<file path="src/rtl/booth_pkg.sv">
// Shared definitions for the Booth partial-product accumulator.
// Holds the default datapath parameters, the accumulator state encoding,
// and a helper that sizes the partial-product index counter.
package booth_pkg;

  localparam int DEFAULT_P_W   = 64;
  localparam int DEFAULT_SHIFT = 4;
  localparam int DEFAULT_NPP   = 8;

  typedef enum logic [1:0] {
    ST_IDLE = 2'd0,
    ST_ACC  = 2'd1,
    ST_DONE = 2'd2
  } acc_state_e;

  // Index counter width: ceil(log2(n)), but never narrower than one bit.
  function automatic int idx_w(input int n);
    return (n > 1) ? $clog2(n) : 1;
  endfunction

endpackage

</file>
<file path="src/rtl/pp_align.sv">
// Combinational alignment of one partial product.
// Ports:
//   data_i : partial product as delivered by the Booth encoder
//   k_i    : index of this partial product within the operation
//   data_o : data_i << (k_i*SHIFT), truncated to P_W bits
module pp_align
  import booth_pkg::*;
#(
  parameter int P_W   = DEFAULT_P_W,
  parameter int SHIFT = DEFAULT_SHIFT,
  parameter int KW    = 3
) (
  input  logic [P_W-1:0] data_i,
  input  logic [KW-1:0]  k_i,
  output logic [P_W-1:0] data_o
);

  logic [31:0] sh_amt;

  // Shift amounts of P_W or more simply yield zero, which is the
  // required modulo-2^P_W behaviour.
  assign sh_amt = 32'(k_i) * 32'(SHIFT);
  assign data_o = data_i << sh_amt;

endmodule

</file>
<file path="src/rtl/pp_seq_accumulator.sv">
// Sequential accumulator for Booth partial products.
// Partial product k (from 0) is added as pp_data << (k*SHIFT), modulo
// 2^P_W. An operation ends on pp_last, or is truncated after NPP
// products with res_err set. The result is held until res_ready.
// Ports:
//   clk, rst_n          : clock, asynchronous active-low reset
//   flush               : synchronous abort, overrides everything
//   pp_valid/pp_ready   : partial-product handshake
//   pp_data, pp_last    : partial product and end-of-operation marker
//   res_valid/res_ready : result handshake
//   res_data, res_err   : accumulated value and truncation flag
module pp_seq_accumulator
  import booth_pkg::*;
#(
  parameter int P_W   = DEFAULT_P_W,
  parameter int SHIFT = DEFAULT_SHIFT,
  parameter int NPP   = DEFAULT_NPP
) (
  input  logic           clk,
  input  logic           rst_n,
  input  logic           flush,
  input  logic           pp_valid,
  output logic           pp_ready,
  input  logic [P_W-1:0] pp_data,
  input  logic           pp_last,
  output logic           res_valid,
  input  logic           res_ready,
  output logic [P_W-1:0] res_data,
  output logic           res_err
);

  localparam int KW = idx_w(NPP);

  acc_state_e     state_q, state_d;
  logic [P_W-1:0] acc_q, acc_d;
  logic [KW-1:0]  k_q, k_d;
  logic           err_q, err_d;

  logic [P_W-1:0] aligned;
  logic           accept;

  pp_align #(
    .P_W  (P_W),
    .SHIFT(SHIFT),
    .KW   (KW)
  ) u_align (
    .data_i(pp_data),
    .k_i   (k_q),
    .data_o(aligned)
  );

  assign accept = pp_valid && pp_ready;

  // State and datapath registers
  always_ff @(posedge clk or negedge rst_n) begin
    if (!rst_n) begin
      state_q <= ST_IDLE;
      acc_q   <= '0;
      k_q     <= '0;
      err_q   <= 1'b0;
    end else begin
      state_q <= state_d;
      acc_q   <= acc_d;
      k_q     <= k_d;
      err_q   <= err_d;
    end
  end

  // Next-state logic
  always_comb begin
    state_d = state_q;
    acc_d   = acc_q;
    k_d     = k_q;
    err_d   = err_q;
    if (flush) begin
      state_d = ST_IDLE;
      acc_d   = '0;
      k_d     = '0;
      err_d   = 1'b0;
    end else begin
      unique case (state_q)
        ST_IDLE: begin
          if (accept) begin
            // First product replaces whatever the previous result left.
            acc_d = pp_data;
            k_d   = KW'(1);
            if (pp_last || (NPP == 1)) begin
              state_d = ST_DONE;
              err_d   = (NPP == 1) && !pp_last;
            end else begin
              state_d = ST_ACC;
            end
          end
        end
        ST_ACC: begin
          if (accept) begin
            acc_d = acc_q + aligned;
            k_d   = k_q + KW'(1);
            if (pp_last) begin
              state_d = ST_DONE;
            end else if (k_q == KW'(NPP - 1)) begin
              state_d = ST_DONE;
              err_d   = 1'b1;
            end
          end
        end
        ST_DONE: begin
          if (res_ready) begin
            state_d = ST_IDLE;
            k_d     = '0;
            err_d   = 1'b0;
          end
        end
        default: begin
          state_d = ST_IDLE;
        end
      endcase
    end
  end

  // Outputs
  always_comb begin
    pp_ready  = ((state_q == ST_IDLE) || (state_q == ST_ACC)) && !flush;
    res_valid = (state_q == ST_DONE);
    res_data  = acc_q;
    res_err   = err_q;
  end

endmodule
</file>
<file path="config.mk">
export PLATFORM = sky130hd
export DESIGN_NAME = pp_seq_accumulator
export DESIGN_NICKNAME = d
export VERILOG_FILES = /design/src/rtl/booth_pkg.sv /design/src/rtl/pp_align.sv /design/src/rtl/pp_seq_accumulator.sv
export SDC_FILE = /design/constraint.sdc
export NUM_CORES = 1
export LEC_CHECK = 0
export ABC_AREA = 1
export CELL_PAD_IN_SITES_DETAIL_PLACEMENT = 1
export CELL_PAD_IN_SITES_GLOBAL_PLACEMENT = 1
export CORE_MARGIN = 4
export CORE_UTILIZATION = 39
export DETAILED_ROUTE_END_ITERATION = 8
export PLACE_DENSITY = 0.95
export SYNTH_ARGS = -nofsm -noshare
export SYNTH_HDL_FRONTEND = slang
export SYNTH_SLANG_ARGS = --single-unit
</file>
<file path="constraint.sdc">
create_clock -name clk -period 3.1 [get_ports clk]
set_input_delay 0.31 -clock clk [delete_from_list [all_inputs] [get_ports clk]]
set_output_delay 0.31 -clock clk [all_outputs]
set_load 0.01 [all_outputs]
</file>
==> results.md, run 1 <==
* Post-synth top flop: dfrtp_1
* Pre-CTS setup slack at -1010 ps
* Sink Count at 70
* Area of the mapped netlist at about 11000 um2
* TritonCTS Buffers at 9
* Starting Density at 0.399
* Largest net degree at the start of global routing at 71
* Hold_buf cts at 0
* Clock tree root buffer cell: clkbuf_16
* Seq/Total Area, Yosys at 0.157
* Flops & latches, synth at 70
* WEP type: sequential cell input
* GP Congestion at 1.11
* Yosys Warn Count at 0
* Post-synth top cells: nand2_1, inv_1, o21ai_0
* Remaining global-route overflow at between 1k and 1.5k
* IO buf count at 136
* Average size of a mapped cell at 5.25 um2
* Post-synth top area share at 0.296
* Cell row count at 61
* GRT worst endpoint: res_data[52]$_DFFE_PN0P_/D
* H-tree depth at 3
* Ranking of synthesized cells by area: nand2_1, dfrtp_1, inv_1
* Die height at about 180 um
* Exit stage: 5_1_grt
* Synth area leader: nand2_1
* Status: stopped before the end
* Mapped Nets at 2261
* # IOs at 137
* Stop err: [ERROR GRT-0232] Routing congestion too high. Check the congestion heatmap in the GUI.
* Synth Instances at about 2.1k
* Die width at 177 um
* Dpl hpwl at 58500 um
* Asr flop ratio synth at 1.00
* Post-synthesis cell type count at 33
* Most numerous cell in the Yosys netlist: nand2_1
* All-Layer GR Usage at 0.935
* Bufs on Longest Clock Path at 2
* Post-synth EDFFs at 0
-- per-stage QoR --
step / instance area (um2) / std cells / TNS, ps / hold slack, ps
after floorplan: 11100 / 2122 / 0 / 14.4
after global placement: 15300 / 2902 / -18290 / 501
after detailed placement: 15300 / 2902 / -39560 / 521
after CTS: 17100 / 2931 / -12250 / 146
-- kinds of logic after synthesis --
group	count (synthesis)	synth area share
AOI/OAI and AO/OA	297	0.138
buffers and inverters	471	0.161
adders and majority gates	69	0.0782
muxes	24	0.0216
and+or+nand+nor	1163	0.422
xor gates and xnor gates	28	0.0220
DFF	70	0.157
-- layer usage --
metal | GRT usage | GRT overflow
met1 | 0.879 | 20
met2 | 1.07 | 729
met3 | 0.824 | 38
met4 | 1.02 | 373
met5 | 0.604 | 4
-- repair_timing --
action | 4_1_cts
buffers inserted | 13
pin swaps | 36
gates resized for setup | 426
endpoints found under the setup margin | 60
==> run 2: changes to the inputs <==
--- a/config.mk
+++ b/config.mk
@@ -6,12 +6,10 @@
 export NUM_CORES = 1
 export LEC_CHECK = 0
 export ABC_AREA = 1
-export CELL_PAD_IN_SITES_DETAIL_PLACEMENT = 1
-export CELL_PAD_IN_SITES_GLOBAL_PLACEMENT = 1
 export CORE_MARGIN = 4
-export CORE_UTILIZATION = 39
+export CORE_UTILIZATION = 40
 export DETAILED_ROUTE_END_ITERATION = 8
-export PLACE_DENSITY = 0.95
+export PLACE_DENSITY_LB_ADDON = 0.15
 export SYNTH_ARGS = -nofsm -noshare
 export SYNTH_HDL_FRONTEND = slang
 export SYNTH_SLANG_ARGS = --single-unit
==> run 2 against run 1 <==
The flow now finishes, with violations (setup timing). Synthesized cell count unchanged. Area after synthesis unchanged.
==> results.md, run 2 <==
* Bufs on Longest Clock Path at 2
* # IOs at 137
* Arrival @ worst endpoint at roughly 3600 ps
* DR iter-0 viols at 1805
* CP Capture Type: register
* Post-synthesis cell type count at 33
* Most numerous cell in the Yosys netlist: nand2_1
* Crit start category: register
* Average size of a mapped cell at 5.25 um2
* Max Cap Viol at 0
* Cell row count at 60
* Post-DR vias/cell at between 5 and 6
* Asr flop ratio synth at 1.00
* Status: complete, but fails checks
* Max_slew headroom at 0.414
* Post-synth top area share at 0.296
* Core area at 27200 um2
* Slowest-stage cell, CP: dfrtp_4
* Most frequent cells in the layout: nand2_1, inv_1, buf_4, nand2_2, clkdlybuf4s50_1
* Flops & latches, synth at 70
* Vias in the first global route at 14.4k
* Critical path class: reg2reg
* Measured slew at the worst slew-check pin at 879 ps
* Cell Count, Final, Fillers Out at around 3.0k
* Min-delay worst type: in2async
* Initial antenna violation count at 1
* Worst Path Max Fanout at 15
* Fmax achieved at 301 MHz
* Final Slew Violations at 0
* GP Congestion at 1.10
* Post-synth top cells: nand2_1, inv_1, o21ai_0
* Sink Count at 70
* DRC at 0
* Clock tree root buffer cell: clkbuf_16
* Fin crit share at 1.07
* Failing checks: setup timing
* Number of flip-flops in the largest register at 64
* Routed WL at 61200 um
* Remaining global-route overflow at 0
* Post-synth top flop: dfrtp_1
* Hold Slack at about 52 ps
* Net count, final at 2754
* Die height at 175 um
* Final Hold Fails at 0
* Clock Latency Late Sink at 370 ps
* Share of post-route cells with drive strength above 1 at 0.391
* Final min period at between 3000 and 4000 ps
* Starting Density at 0.410
* Layout area overhead at 74.6%
* Leak at 10.3 nW
* N_diodes at 0
* RSZ-0062 raised after global routing: true
* ANT nets after route at 0
* Post-Place Cells at 2923
* H-tree depth at 3
* Via count at 16.1k
* Ranking of synthesized cells by area: nand2_1, dfrtp_1, inv_1
* Most common cell after layout, fill and taps aside: nand2_1
* Synth area leader: nand2_1
* Wirelength per Cell at 20.5 um
* Area of the mapped netlist at roughly 11000 um2
* CP most frequent cell: nand2_1
* First-pass GRT wire length at 84500 um
* All-Layer GR Usage at 0.364
* CTS tree: yes
* TritonCTS Buffers at 9
* Worst path required time at 3370 ps
* Pre-antenna DRT Iters at 8
* CP top delay family: compound AO/OA/AOI/OAI gates
* Yosys Warn Count at 0
* Seq/Total Area, Yosys at 0.157
* Die area at 30600 um2
* VDD IR max at 0.823 mV
* Clk_skew at 11.6 ps
* IO buf count at between 100 and 150
* Final WS setup at -223 ps
* Largest net degree at the start of global routing at 54
* Cell-by-cell trace of the critical path: buf_12 -> buf_12 -> buf_8 -> nand2_1 -> o21ai_0 -> o21ai_1 -> mux2i_2 -> ha_1 -> a21oi_1 -> buf_4 -> nand2_2 -> a21oi_2 -> nand2_1 -> a21oi_2 -> nand2_1 -> nand2_2 -> nand3_4 -> nand2_2 -> nand2_1
* Final setup vio count at 33
* Mapped Nets at approximately 2.3k
* Post-synth EDFFs at 0
* Max stage delay on crit path at 490 ps
* CTS clk-pin slew, worst paths at 70 ps
* Synth Instances at 2122
* WP buf/inv at 4
* Dpl hpwl at between 40000 and 50000 um
* Die width at 175 um
* PwrDens at 1050 nW/um2
==> run 2: cell families (layout without fill, tap and decap cells) <==
| kind of cell | after synthesis | in the layout | share of synthesized area |
|---|---|---|---|
| and+or+nand+nor | 1163 | 1163 | 0.422 |
| buffers and inverters | 471 | 969 | 0.161 |
| AOI/OAI and AO/OA | 297 | 297 | 0.138 |
| DFF | 70 | 70 | 0.157 |
| adders and majority gates | 69 | 69 | 0.0782 |
| xor gates and xnor gates | 28 | 28 | 0.0220 |
| muxes | 24 | 24 | 0.0216 |
==> run 2: worst register-to-register path, delay by kind of cell, from the launching register on <==
family	cells	cell delay (ps)
adders and majority gates	1	400
and+or+nand+nor	8	650
buffers and inverters	4	620
muxes	1	130
AOI/OAI and AO/OA	5	930
DFF	1	490
==> run 2: stage by stage <==
stage	setup TNS, ps	instance area, um2	power, W	utilization	setup slack, ps
2_1_floorplan	0	11100	0.00751	-	315
3_3_place_gp	-21800	15500	0.0134	0.571	-746
3_5_place_dp	-22100	15500	0.0135	0.571	-726
4_1_cts	-1650	17100	0.0165	0.628	-118
5_1_grt	-7920	19400	0.0214	0.715	-331
6_report	-2110	19400	0.0204	0.715	-223
==> run 2: area by class of cell <==
type	count	area (um2)
Clock buffer	10	229
Clock inverter	6	110
Fill cell	2358	7740
Inverter	408	1540
Multi-Input combinational cell	1581	10500
Sequential cell	70	1760
Tap cell	372	465
Timing Repair Buffer	545	4790
==> run 2: what timing repair did <==
item,4_1_cts,5_1_grt
buffers inserted,22,30
endpoints found under the setup margin,54,52
pin swaps,50,215
gates resized for setup,340,560
cloned,1,4
hold buffers,0,0
==> run 2: final timing paths <==
| check | from | to | slack, ps | cells after the start |
|---|---|---|---|---|
| min in group clk | res_data[4] | res_data[4] | 530 | 2 |
| hold / removal | rst_n | res_data[20] | 50 | 1 |
| setup reg to reg | k_q[0] | res_data[60] | -220 | 19 |
| setup / recovery | k_q[0] | res_data[60] | -220 | 19 |
| hold reg to reg | res_data[4] | res_data[4] | 530 | 2 |
| max in group asynchronous | rst_n | res_data[25] | 2280 | 2 |
==> run 2: per-layer routing <==
metal,global-route usage,up-vias,part of all wire
li1,-,7529,-
met1,0.528,7539,0.43
met4,0.109,2,0.043
met5,0,-,0.00020
met2,0.545,891,0.42
met3,0.0718,152,0.10
==> run 2: report_power, final <==
group | leakage, nW | total, W | switching [W] | internal [W]
registers | 0.935 | 0.00160 | 0.000425 | 0.00118
clock network | 0.159 | 0.00132 | 0.000535 | 0.000788
logic | 9.19 | 0.0174 | 0.00984 | 0.00761
No activity file was read; power rests on OpenSTA's default activity.
